<file path="src/rtl/dac_spi_out.sv">
// Serial DAC output stage: 8-bit signed samples become offset-binary 16-bit
// command words shifted MSB first over CS_N/SCLK/MOSI, via a one-entry pending buffer.
module dac_spi_out #(
    parameter int         CLK_DIV = 2,
    parameter logic [3:0] CMD     = 4'b0011
) (
    input  logic       clk,
    input  logic       rst,
    input  logic [7:0] in_sample,
    input  logic       in_strobe,
    output logic       busy,
    output logic       pending,
    output logic       dac_cs_n,
    output logic       dac_sclk,
    output logic       dac_mosi,
    output logic [7:0] overrun_cnt
);

    localparam int            DW       = $clog2(CLK_DIV + 1);
    localparam logic [DW-1:0] DIV_LAST = DW'(CLK_DIV - 1);

    typedef enum logic [1:0] {IDLE, SETUP, SHIFT, HOLD} state_t;

    state_t               r_state;
    logic signed [7:0]    r_buf;
    logic [15:0]          r_shift;
    logic [3:0]           r_bit;
    logic [DW-1:0]        r_div;
    logic [15:0]          w_word;
    logic                 w_consume;

    function automatic logic [7:0] to_offset(input logic signed [7:0] s);
        return s ^ 8'h80;
    endfunction

    assign w_word    = {CMD, to_offset(r_buf), 4'h0};
    assign w_consume = (r_state == IDLE) && pending;

    // Sample data carries no reset; only the valid flag and counter do.
    always_ff @(posedge clk) begin
        if (in_strobe) begin
            r_buf <= in_sample;
        end
    end

    // A strobe landing on the IDLE load refills the buffer rather than overwriting it.
    always_ff @(posedge clk or negedge rst) begin
        if (!rst) begin
            pending     <= 1'b0;
            overrun_cnt <= 8'd0;
        end else if (in_strobe) begin
            pending <= 1'b1;
            if (pending && !w_consume && overrun_cnt != 8'hFF) begin
                overrun_cnt <= overrun_cnt + 8'd1;
            end
        end else if (w_consume) begin
            pending <= 1'b0;
        end
    end

    always_ff @(posedge clk or negedge rst) begin
        if (!rst) begin
            r_state  <= IDLE;
            r_shift  <= 16'h0000;
            r_bit    <= 4'd0;
            r_div    <= '0;
            busy     <= 1'b0;
            dac_cs_n <= 1'b1;
            dac_sclk <= 1'b0;
            dac_mosi <= 1'b0;
        end else begin
            case (r_state)
                IDLE: begin
                    dac_cs_n <= 1'b1;
                    dac_sclk <= 1'b0;
                    if (pending) begin
                        r_shift  <= w_word;
                        dac_mosi <= w_word[15];
                        dac_cs_n <= 1'b0;
                        busy     <= 1'b1;
                        r_div    <= DIV_LAST;
                        r_state  <= SETUP;
                    end
                end
                SETUP: begin
                    if (r_div == '0) begin
                        r_div   <= DIV_LAST;
                        r_bit   <= 4'd15;
                        r_state <= SHIFT;
                    end else begin
                        r_div <= r_div - DW'(1);
                    end
                end
                SHIFT: begin
                    if (r_div != '0) begin
                        r_div <= r_div - DW'(1);
                    end else begin
                        r_div <= DIV_LAST;
                        if (!dac_sclk) begin
                            dac_sclk <= 1'b1;
                        end else begin
                            dac_sclk <= 1'b0;
                            if (r_bit == 4'd0) begin
                                dac_cs_n <= 1'b1;
                                r_state  <= HOLD;
                            end else begin
                                // Rotate so the register drains MSB first onto MOSI.
                                r_bit    <= r_bit - 4'd1;
                                r_shift  <= {r_shift[14:0], r_shift[15]};
                                dac_mosi <= r_shift[14];
                            end
                        end
                    end
                end
                HOLD: begin
                    if (r_div == '0) begin
                        busy    <= 1'b0;
                        r_state <= IDLE;
                    end else begin
                        r_div <= r_div - DW'(1);
                    end
                end
                default: r_state <= IDLE;
            endcase
        end
    end

endmodule

</file>
<file path="config.mk">
export PLATFORM = sky130hd
export DESIGN_NAME = dac_spi_out
export DESIGN_NICKNAME = d
export VERILOG_FILES = /design/src/rtl/dac_spi_out.sv
export SDC_FILE = /design/constraint.sdc
export NUM_CORES = 1
export LEC_CHECK = 0
export ABC_AREA = 1
export CAP_MARGIN = 20
export CORE_MARGIN = 1.5
export CORE_UTILIZATION = 25
export CTS_BUF_LIST = sky130_fd_sc_hd__clkbuf_4 sky130_fd_sc_hd__clkbuf_8
export CTS_CLUSTER_SIZE = 24
export DETAILED_ROUTE_END_ITERATION = 8
export PLACE_DENSITY = 0.51
export SLEW_MARGIN = 20
export SYNTH_ARGS = -nofsm -noshare
export SYNTH_HDL_FRONTEND = slang
export SYNTH_SLANG_ARGS = --single-unit
</file>
<file path="constraint.sdc">
create_clock -name clk -period 2.19 [get_ports clk]
set_clock_uncertainty 0.2 [all_clocks]
set_input_delay 0.5475 -clock clk [delete_from_list [all_inputs] [get_ports clk]]
set_output_delay 0.5475 -clock clk [all_outputs]
set_load 0.05 [all_outputs]
</file>
After elaboration in Yosys (flattened, before gate mapping)
Cells that the tools add are included.
- flip-flop bits (word level): 45
- word-level logic and storage cells: 86
- muxes and demuxes: 39
- bitwise operators: 1
- eq/ne operators: 12
- $add $sub $neg: 3
- reduce and logical (&&, ||, !) cells: 20
- operators with widths (kind ; count):
    $mux 16 ; 4
    $pmux 16 s2 ; 1
    $mux 2 ; 9
    $mux 4 ; 4
    $ne 2x2->1 const B ; 8
    $pmux 2 s4 ; 2
    $mux 1 ; 14
    $reduce_and 5->1 ; 2
    $reduce_bool 2->1 ; 5
    $add 8x1->8 const B ; 1
    $ne 8x8->1 const B ; 1
    $pmux 1 s2 ; 4
    $pmux 4 s2 ; 1
    $reduce_and 2->1 ; 3
    $reduce_and 6->1 ; 1
    $eq 2x2->1 const B ; 2
    $logic_not 2->1 ; 2
    $logic_not 4->1 ; 1
    $reduce_and 4->1 ; 1
    $sub 4x1->4 const B ; 1
    $logic_and 1x1->1 ; 3
    $reduce_and 3->1 ; 1
    $eq 2x1->1 const B ; 1
    $sub 2x1->2 const B ; 1
    2 further kinds ; 2

Depth between registers and ports, before layout
Gate-level depths: netlist (run 1).
- word-level depth: 6
- depth in mapped cells: 11
- gate-level depth less buffers: 9

Worst setup path before layout (run 1)
Ideal clock, no wire load.
- path type: register to register
- start: reg r_state[0]
- end: reg r_shift[8]
- setup slack: 0.341 ns
- setup time: 0.116 ns
- clock period less this slack: 1.849 ns
- stages on the path, launching flop included: 12
- buffers on the path: 3
- arrival time: 1.533 ns
- path through: dfrtp_1 > inv_1 > ha_1 > buf_4 > inv_2 > buf_6 > o21ai_4 > nor2_8 > nand2_8 > buf_12 > nand2_2 > nand2_1
- word-level cells in the longest chain between the ends: 3
- elaborated cells between the ends (all ways): 9
- classes of those cells: 5 x eq/ne; 1 x mux; 3 x reduce/logical
- RTL lines (item ; line ; source):
    from (decl) ; 24 ; state_t r_state;
    from (signal assigned) ; 63 ; r_state <= IDLE;
    from (signal assigned) ; 82 ; r_state <= SETUP;
    from (signal assigned) ; 89 ; r_state <= SHIFT;
    $eq 2x2->1 or $logic_not 2->1 (tied branches) ; 72 ; case (r_state)
    $ne 2x2->1 (no source line) or $reduce_bool 2->1 (tied branches) ; n/a ;
    $reduce_and 5->1 (no source line) ; n/a ;
    to (signal assigned) ; 77 ; r_shift <= w_word;
    to (signal assigned) ; 109 ; r_shift <= {r_shift[14:0], r_shift[15]};
    to (decl) ; 26 ; logic [15:0] r_shift;
Several ways; a longest one is shown, not always the timed one.
A chain may end at the register's enable or synchronous reset.

Worst setup path after layout (run 1)
- start: reg r_state[1]
- end: reg dac_mosi
- word-level cells in the longest chain between the ends: 3
- elaborated cells between the ends (all ways): 9
- classes of those cells: 5 x eq/ne; 1 x mux; 3 x reduce/logical
- RTL lines (item ; line ; source):
    $eq 2x2->1 or $logic_not 2->1 (tied branches) ; 72 ;
    $ne 2x2->1 (no source line) or $reduce_bool 2->1 (tied branches) ; n/a ;
    $reduce_and 5->1 (no source line) ; n/a ;
    to (signal assigned) ; 78 ; dac_mosi <= w_word[15];
    to (signal assigned) ; 110 ; dac_mosi <= r_shift[14];
    to (decl) ; 15 ; output logic dac_mosi,
Several ways; a longest one is shown, not always the timed one.

==> impl_results.html, run 1 <==
<table>
<tr><th>Metric</th><th>Value</th></tr>
<tr><th colspan="2">Run status</th></tr>
<tr><td>Outcome</td><td>complete, no violations</td></tr>
<tr><th colspan="2">GRT</th></tr>
<tr><td>Vias in the first global route</td><td>1889</td></tr>
<tr><td>Total global routing overflow</td><td>0</td></tr>
<tr><td>Total global-route track usage</td><td>10.33%</td></tr>
<tr><td>Pin count of the biggest net entering global routing</td><td>18</td></tr>
<tr><td>Global-route wire length before repair</td><td>8.466 mm</td></tr>
<tr><td>Number of antenna violations at the first check in global routing</td><td>0</td></tr>
<tr><th colspan="2">Die</th></tr>
<tr><td>Cell Rows</td><td>35</td></tr>
<tr><td>Core footprint</td><td>9196 um2</td></tr>
<tr><td>Ports</td><td>24</td></tr>
<tr><td>Overall die width</td><td>100.3 um</td></tr>
<tr><td>Die area</td><td>10060 um2</td></tr>
<tr><td>Initial core utilization</td><td>25.74%</td></tr>
<tr><td>Die span in y</td><td>100.3 um</td></tr>
<tr><th colspan="2">Routing</th></tr>
<tr><td>DRC Markers</td><td>0</td></tr>
<tr><td>Routed wirelength normalized by instance count</td><td>11.18 um</td></tr>
<tr><td>Antenna Violating Nets Remaining</td><td>0</td></tr>
<tr><td>Number of iterations in the first detailed-routing pass</td><td>4</td></tr>
<tr><td>Vias</td><td>1864</td></tr>
<tr><td>Final wirelength</td><td>4.817 mm</td></tr>
<tr><td>Count of routing violations after the opening detailed-route iteration</td><td>69</td></tr>
<tr><td>Number of vias per cell after detailed routing</td><td>4.325</td></tr>
<tr><th colspan="2">CTS</th></tr>
<tr><td>Clock transition at the registers of the reported paths</td><td>0.09 ns</td></tr>
<tr><td>TritonCTS clock tree</td><td>done</td></tr>
<tr><td>Number of buffers added by the clock tree synthesis step</td><td>5</td></tr>
<tr><td>Clock Latency Late Sink</td><td>0.29 ns</td></tr>
<tr><td>Number of clock sinks</td><td>44</td></tr>
<tr><td>Number of buffers on the longest clock path</td><td>2</td></tr>
<tr><td>CTS Root Cell</td><td>sky130_fd_sc_hd__clkbuf_8</td></tr>
<tr><td>H-tree depth</td><td>2</td></tr>
<tr><th colspan="2">Setup path</th></tr>
<tr><td>CP max-delay cell</td><td>sky130_fd_sc_hd__dfrtp_1</td></tr>
<tr><td>CP Buf/Inv Count</td><td>2</td></tr>
<tr><td>Crit path kind</td><td>reg2reg</td></tr>
<tr><td>CP peak stage delay</td><td>0.45 ns</td></tr>
<tr><td>Crit path DAT</td><td>1.98 ns</td></tr>
<tr><td>Type of element launching the critical path</td><td>flip-flop</td></tr>
<tr><td>Critical path cell sequence</td><td>inv_1 -&gt; ha_1 -&gt; inv_2 -&gt; nand2_2 -&gt; o21ai_4 -&gt; nor2_8 -&gt; nand2_8 -&gt; nand2_1 -&gt; nand2_1</td></tr>
<tr><td>Reg-to-reg critical path startpoint</td><td>r_state[1]</td></tr>
<tr><td>Length in cells of the worst reg-to-reg path</td><td>9</td></tr>
<tr><td>Critical path fanouts, max</td><td>17</td></tr>
<tr><td>End of the worst register-to-register path</td><td>dac_mosi</td></tr>
<tr><td>Data required, critical path</td><td>2.18 ns</td></tr>
<tr><td>Most common cell on crit path</td><td>sky130_fd_sc_hd__nand2_1</td></tr>
<tr><td>Setup crit end kind</td><td>flip-flop</td></tr>
<tr><td>Crit path max-delay family</td><td>simple AND/OR/NAND/NOR gates</td></tr>
<tr><td>FF-to-FF setup slack</td><td>0.20 ns</td></tr>
<tr><th colspan="2">Pwr</th></tr>
<tr><td>Worst-case vdd ir drop</td><td>0.6131 mV</td></tr>
<tr><td>Internal Pwr Total</td><td>0.001254 W</td></tr>
<tr><td>Sw Pwr</td><td>0.0005882 W</td></tr>
<tr><td>Static leakage power</td><td>1.371 nW</td></tr>
<tr><td>Pwr Total</td><td>0.001842 W</td></tr>
<tr><td>Clock network power share</td><td>27.6%</td></tr>
<tr><td>Proportion of power drawn by flip-flops and latches</td><td>53.0%</td></tr>
<tr><td>Areal power density over the cells</td><td>654.7 nW/um2</td></tr>
<tr><td>Comb power frac</td><td>19.4%</td></tr>
<tr><td>Switching power as a share of total power</td><td>31.93%</td></tr>
<tr><th colspan="2">Synthesis</th></tr>
<tr><td>Synthesized area per cell</td><td>8.248 um2</td></tr>
<tr><td>Top FF cell, synth</td><td>sky130_fd_sc_hd__dfrtp_1</td></tr>
<tr><td>Async set-or-reset flop fraction in the synthesized netlist</td><td>81.82%</td></tr>
<tr><td>Post-synthesis cell count</td><td>287</td></tr>
<tr><td>Register bit total from synthesis</td><td>44</td></tr>
<tr><td>Most instantiated cells after synthesis</td><td>sky130_fd_sc_hd__nand2_1 (119), sky130_fd_sc_hd__dfrtp_1 (35), sky130_fd_sc_hd__nor2_1 (21), sky130_fd_sc_hd__nand3_1 (19), sky130_fd_sc_hd__inv_1 (17)</td></tr>
<tr><td>Most area-hungry cell type in the Yosys netlist</td><td>sky130_fd_sc_hd__dfrtp_1</td></tr>
<tr><td>Library cell with the highest instance count after synthesis</td><td>sky130_fd_sc_hd__nand2_1</td></tr>
<tr><td>Cell types with the largest area share after synthesis</td><td>sky130_fd_sc_hd__dfrtp_1 (37%), sky130_fd_sc_hd__nand2_1 (19%), sky130_fd_sc_hd__edfxtp_1 (10%), sky130_fd_sc_hd__ha_1 (5.3%), sky130_fd_sc_hd__nand3_1 (4.0%)</td></tr>
<tr><td>Total number of yosys warnings</td><td>0</td></tr>
<tr><td>Top cell type's share of synthesized area</td><td>37.00%</td></tr>
<tr><td>Netlist cell types</td><td>29</td></tr>
<tr><td>Part of the Yosys area used for sequential elements</td><td>48.26%</td></tr>
<tr><td>Total standard cell area after synthesis</td><td>2367 um2</td></tr>
<tr><td>Syn_nets</td><td>308</td></tr>
<tr><td>Count of flip-flops with a built-in enable after synthesis</td><td>8</td></tr>
<tr><th colspan="2">Finish</th></tr>
<tr><td>Ant. Diodes</td><td>0</td></tr>
<tr><td>Post-route standard cell area excluding fillers</td><td>2814 um2</td></tr>
<tr><td>Final-stage net count</td><td>340</td></tr>
<tr><td>Area growth from synthesis to layout</td><td>18.87%</td></tr>
<tr><td>Final core occ</td><td>30.60%</td></tr>
<tr><td>Count of filler cells inserted in the layout</td><td>1006</td></tr>
<tr><td>Fraction of layout instances using a drive strength above 1</td><td>15.63%</td></tr>
<tr><th colspan="2">Timing</th></tr>
<tr><td>Total of endpoints with negative setup slack in the final report</td><td>0</td></tr>
<tr><td>Count of endpoints failing hold in the final timing report</td><td>0</td></tr>
<tr><td>Remaining max-slew budget at the tightest pin</td><td>70.77%</td></tr>
<tr><td>Measured slew at the worst slew-check pin</td><td>0.4368 ns</td></tr>
<tr><td>Final period demand of the worst path</td><td>1.990 ns</td></tr>
<tr><td>Hold_ws</td><td>0.2676 ns</td></tr>
<tr><td>Max Transition Viols Final</td><td>0</td></tr>
<tr><td>Max Freq</td><td>0.5025 GHz</td></tr>
<tr><td>Setup TNS Final</td><td>0 ns</td></tr>
<tr><td>RSZ-0062 raised after global routing</td><td>false</td></tr>
<tr><td>Share of the cycle needed by the critical path after routing</td><td>90.87%</td></tr>
<tr><th colspan="2">Placement</th></tr>
<tr><td>Gpl congestion</td><td>0.7692</td></tr>
<tr><td>Final HPWL from detailed placement</td><td>3.466 mm</td></tr>
<tr><td>Area after DPL</td><td>2711 um2</td></tr>
<tr><td>Count of buffers inserted at the top-level ports</td><td>23</td></tr>
<tr><th colspan="2">Hold path</th></tr>
<tr><td>Number of cells traversed by the worst hold path</td><td>2</td></tr>
<tr><td>Path category of the worst min-delay check</td><td>reg2reg</td></tr>
<tr><td>Hold Path End</td><td>dac_cs_n</td></tr>
<tr><td>Hold_sp</td><td>dac_cs_n</td></tr>
<tr><th colspan="2">Run</th></tr>
<tr><td>Max cap viols</td><td>0</td></tr>
</table>
per-stage QoR:
step | setup slack, ns | std cells
after global routing | 0.02945 | 431
after floorplan | 0.3410 | 287
final | 0.1999 | 431
after global placement | 0.2275 | 422
after CTS | 0.1828 | 431
after detailed placement | 0.1881 | 422
sequential cells by signal (all words and copies together) (netlist names):
name / count
busy: 1
dac_cs_n: 1
dac_mosi: 1
dac_sclk: 1
overrun_cnt: 8
pending: 1
r_bit: 4
r_buf: 8
r_div: 2
r_shift: 15
r_state: 2
area by class of cell:
class	instances	area (um2)	share of cell area [%]
Timing Repair Buffer	32	275.3	9.782
Inverter	19	71.32	2.534
Sequential cell	44	1142	40.60
Multi-Input combinational cell	217	1099	39.04
Clock inverter	2	11.26	0.4002
Tap cell	111	138.9	4.936
Clock buffer	6	76.32	2.712
worst min-delay path, cell delays in order (launching register included):
cell	delay [ns]
sky130_fd_sc_hd__dfstp_2	0.37
sky130_fd_sc_hd__nand2_1	0.05
sky130_fd_sc_hd__nand2_1	0.04
metal layers:
layer / global-route usage (%) / part of all wire (%)
met4: 2.275 / 0.85
met2: 17.58 / 43
met1: 13.16 / 52
met3: 2.716 / 4.3
met5: 0 / 0
repair_timing:
item                                   in CTS  in global routing
hold buffers                                1                  0
endpoints found under the hold margin       8                  0
gates resized for setup                     0                  1
setup endpoints to repair                   0                  1
buffers inserted                            0                  0
layout by cell type (no fill, tap or decap), types with 2 or more instances in the layout:
| cell | Yosys | final |
|---|---|---|
| sky130_fd_sc_hd__nand3_1 | 19 | 18 |
| sky130_fd_sc_hd__o21ai_0 | 7 | 7 |
| sky130_fd_sc_hd__ha_1 | 10 | 10 |
| sky130_fd_sc_hd__clkbuf_8 | 0 | 5 |
| sky130_fd_sc_hd__nor2_1 | 21 | 21 |
| sky130_fd_sc_hd__or2_2 | 2 | 2 |
| sky130_fd_sc_hd__buf_4 | 2 | 20 |
| sky130_fd_sc_hd__inv_2 | 2 | 2 |
| sky130_fd_sc_hd__a21oi_1 | 4 | 4 |
| sky130_fd_sc_hd__clkdlybuf4s50_1 | 0 | 9 |
| sky130_fd_sc_hd__xor2_1 | 2 | 2 |
| sky130_fd_sc_hd__nand2_1 | 119 | 119 |
| sky130_fd_sc_hd__dfrtp_1 | 35 | 35 |
| sky130_fd_sc_hd__nand4_1 | 2 | 2 |
| sky130_fd_sc_hd__inv_1 | 17 | 17 |
| sky130_fd_sc_hd__nand3b_1 | 10 | 10 |
| sky130_fd_sc_hd__edfxtp_1 | 8 | 8 |
| sky130_fd_sc_hd__xnor2_1 | 2 | 2 |
| sky130_fd_sc_hd__nand2_2 | 12 | 12 |
worst max path at each step:
stage,slack [ns],endpoint,cells past startpoint,start
finish,0.20,dac_mosi,9,r_state[1]
global route,0.03,r_shift[2],9,r_state[1]
CTS,0.18,dac_mosi,9,r_state[0]
detailed placement,0.19,overrun_cnt[4],5,r_state[0]
global placement,0.23,r_shift[3],9,r_state[1]
floorplan,0.34,r_shift[8],11,r_state[0]
cells by family (layout without fill, tap and decap cells):
kind of cell / Yosys count / count (layout) / synth area share (%)
AO/OA/AOI/OAI: 15 / 15 / 3.912
XOR/XNOR: 4 / 4 / 1.480
adder cells (fa/ha/maj): 10 / 10 / 5.285
buffers and inverters: 26 / 59 / 5.549
flip-flops: 44 / 44 / 48.26
AND/OR/NAND/NOR: 188 / 188 / 35.52
power by group through the flow:
stage / Clock [W] / Sequential, W / Combinational, W
after floorplan: 0 / 0.00111 / 0.0000976
after global placement: 0 / 0.000986 / 0.000358
after detailed placement: 0 / 0.000984 / 0.000364
after CTS: 0.000534 / 0.000973 / 0.000363
after global routing: 0.000559 / 0.000986 / 0.000389
final: 0.000509 / 0.000976 / 0.000358
Note: power is estimated with default switching activity, not from simulation.
==> run 2, diff against run 1 <==
--- a/config.mk
+++ b/config.mk
@@ -6,7 +6,7 @@
 export NUM_CORES = 1
 export LEC_CHECK = 0
 export ABC_AREA = 1
-export CAP_MARGIN = 20
+export CAP_MARGIN = 15
 export CORE_MARGIN = 1.5
 export CORE_UTILIZATION = 25
 export CTS_BUF_LIST = sky130_fd_sc_hd__clkbuf_4 sky130_fd_sc_hd__clkbuf_8
==> results of run 2 <==
No change in the layout: final DEF, timing and power equal those of run 1.
==> run 3, diff against run 2 <==
--- a/config.mk
+++ b/config.mk
@@ -13,7 +13,7 @@
 export CTS_CLUSTER_SIZE = 24
 export DETAILED_ROUTE_END_ITERATION = 8
 export PLACE_DENSITY = 0.51
-export SLEW_MARGIN = 20
+export SLEW_MARGIN = 25
 export SYNTH_ARGS = -nofsm -noshare
 export SYNTH_HDL_FRONTEND = slang
 export SYNTH_SLANG_ARGS = --single-unit
==> results of run 3 <==
No change in the layout: final DEF, timing and power equal those of run 1.
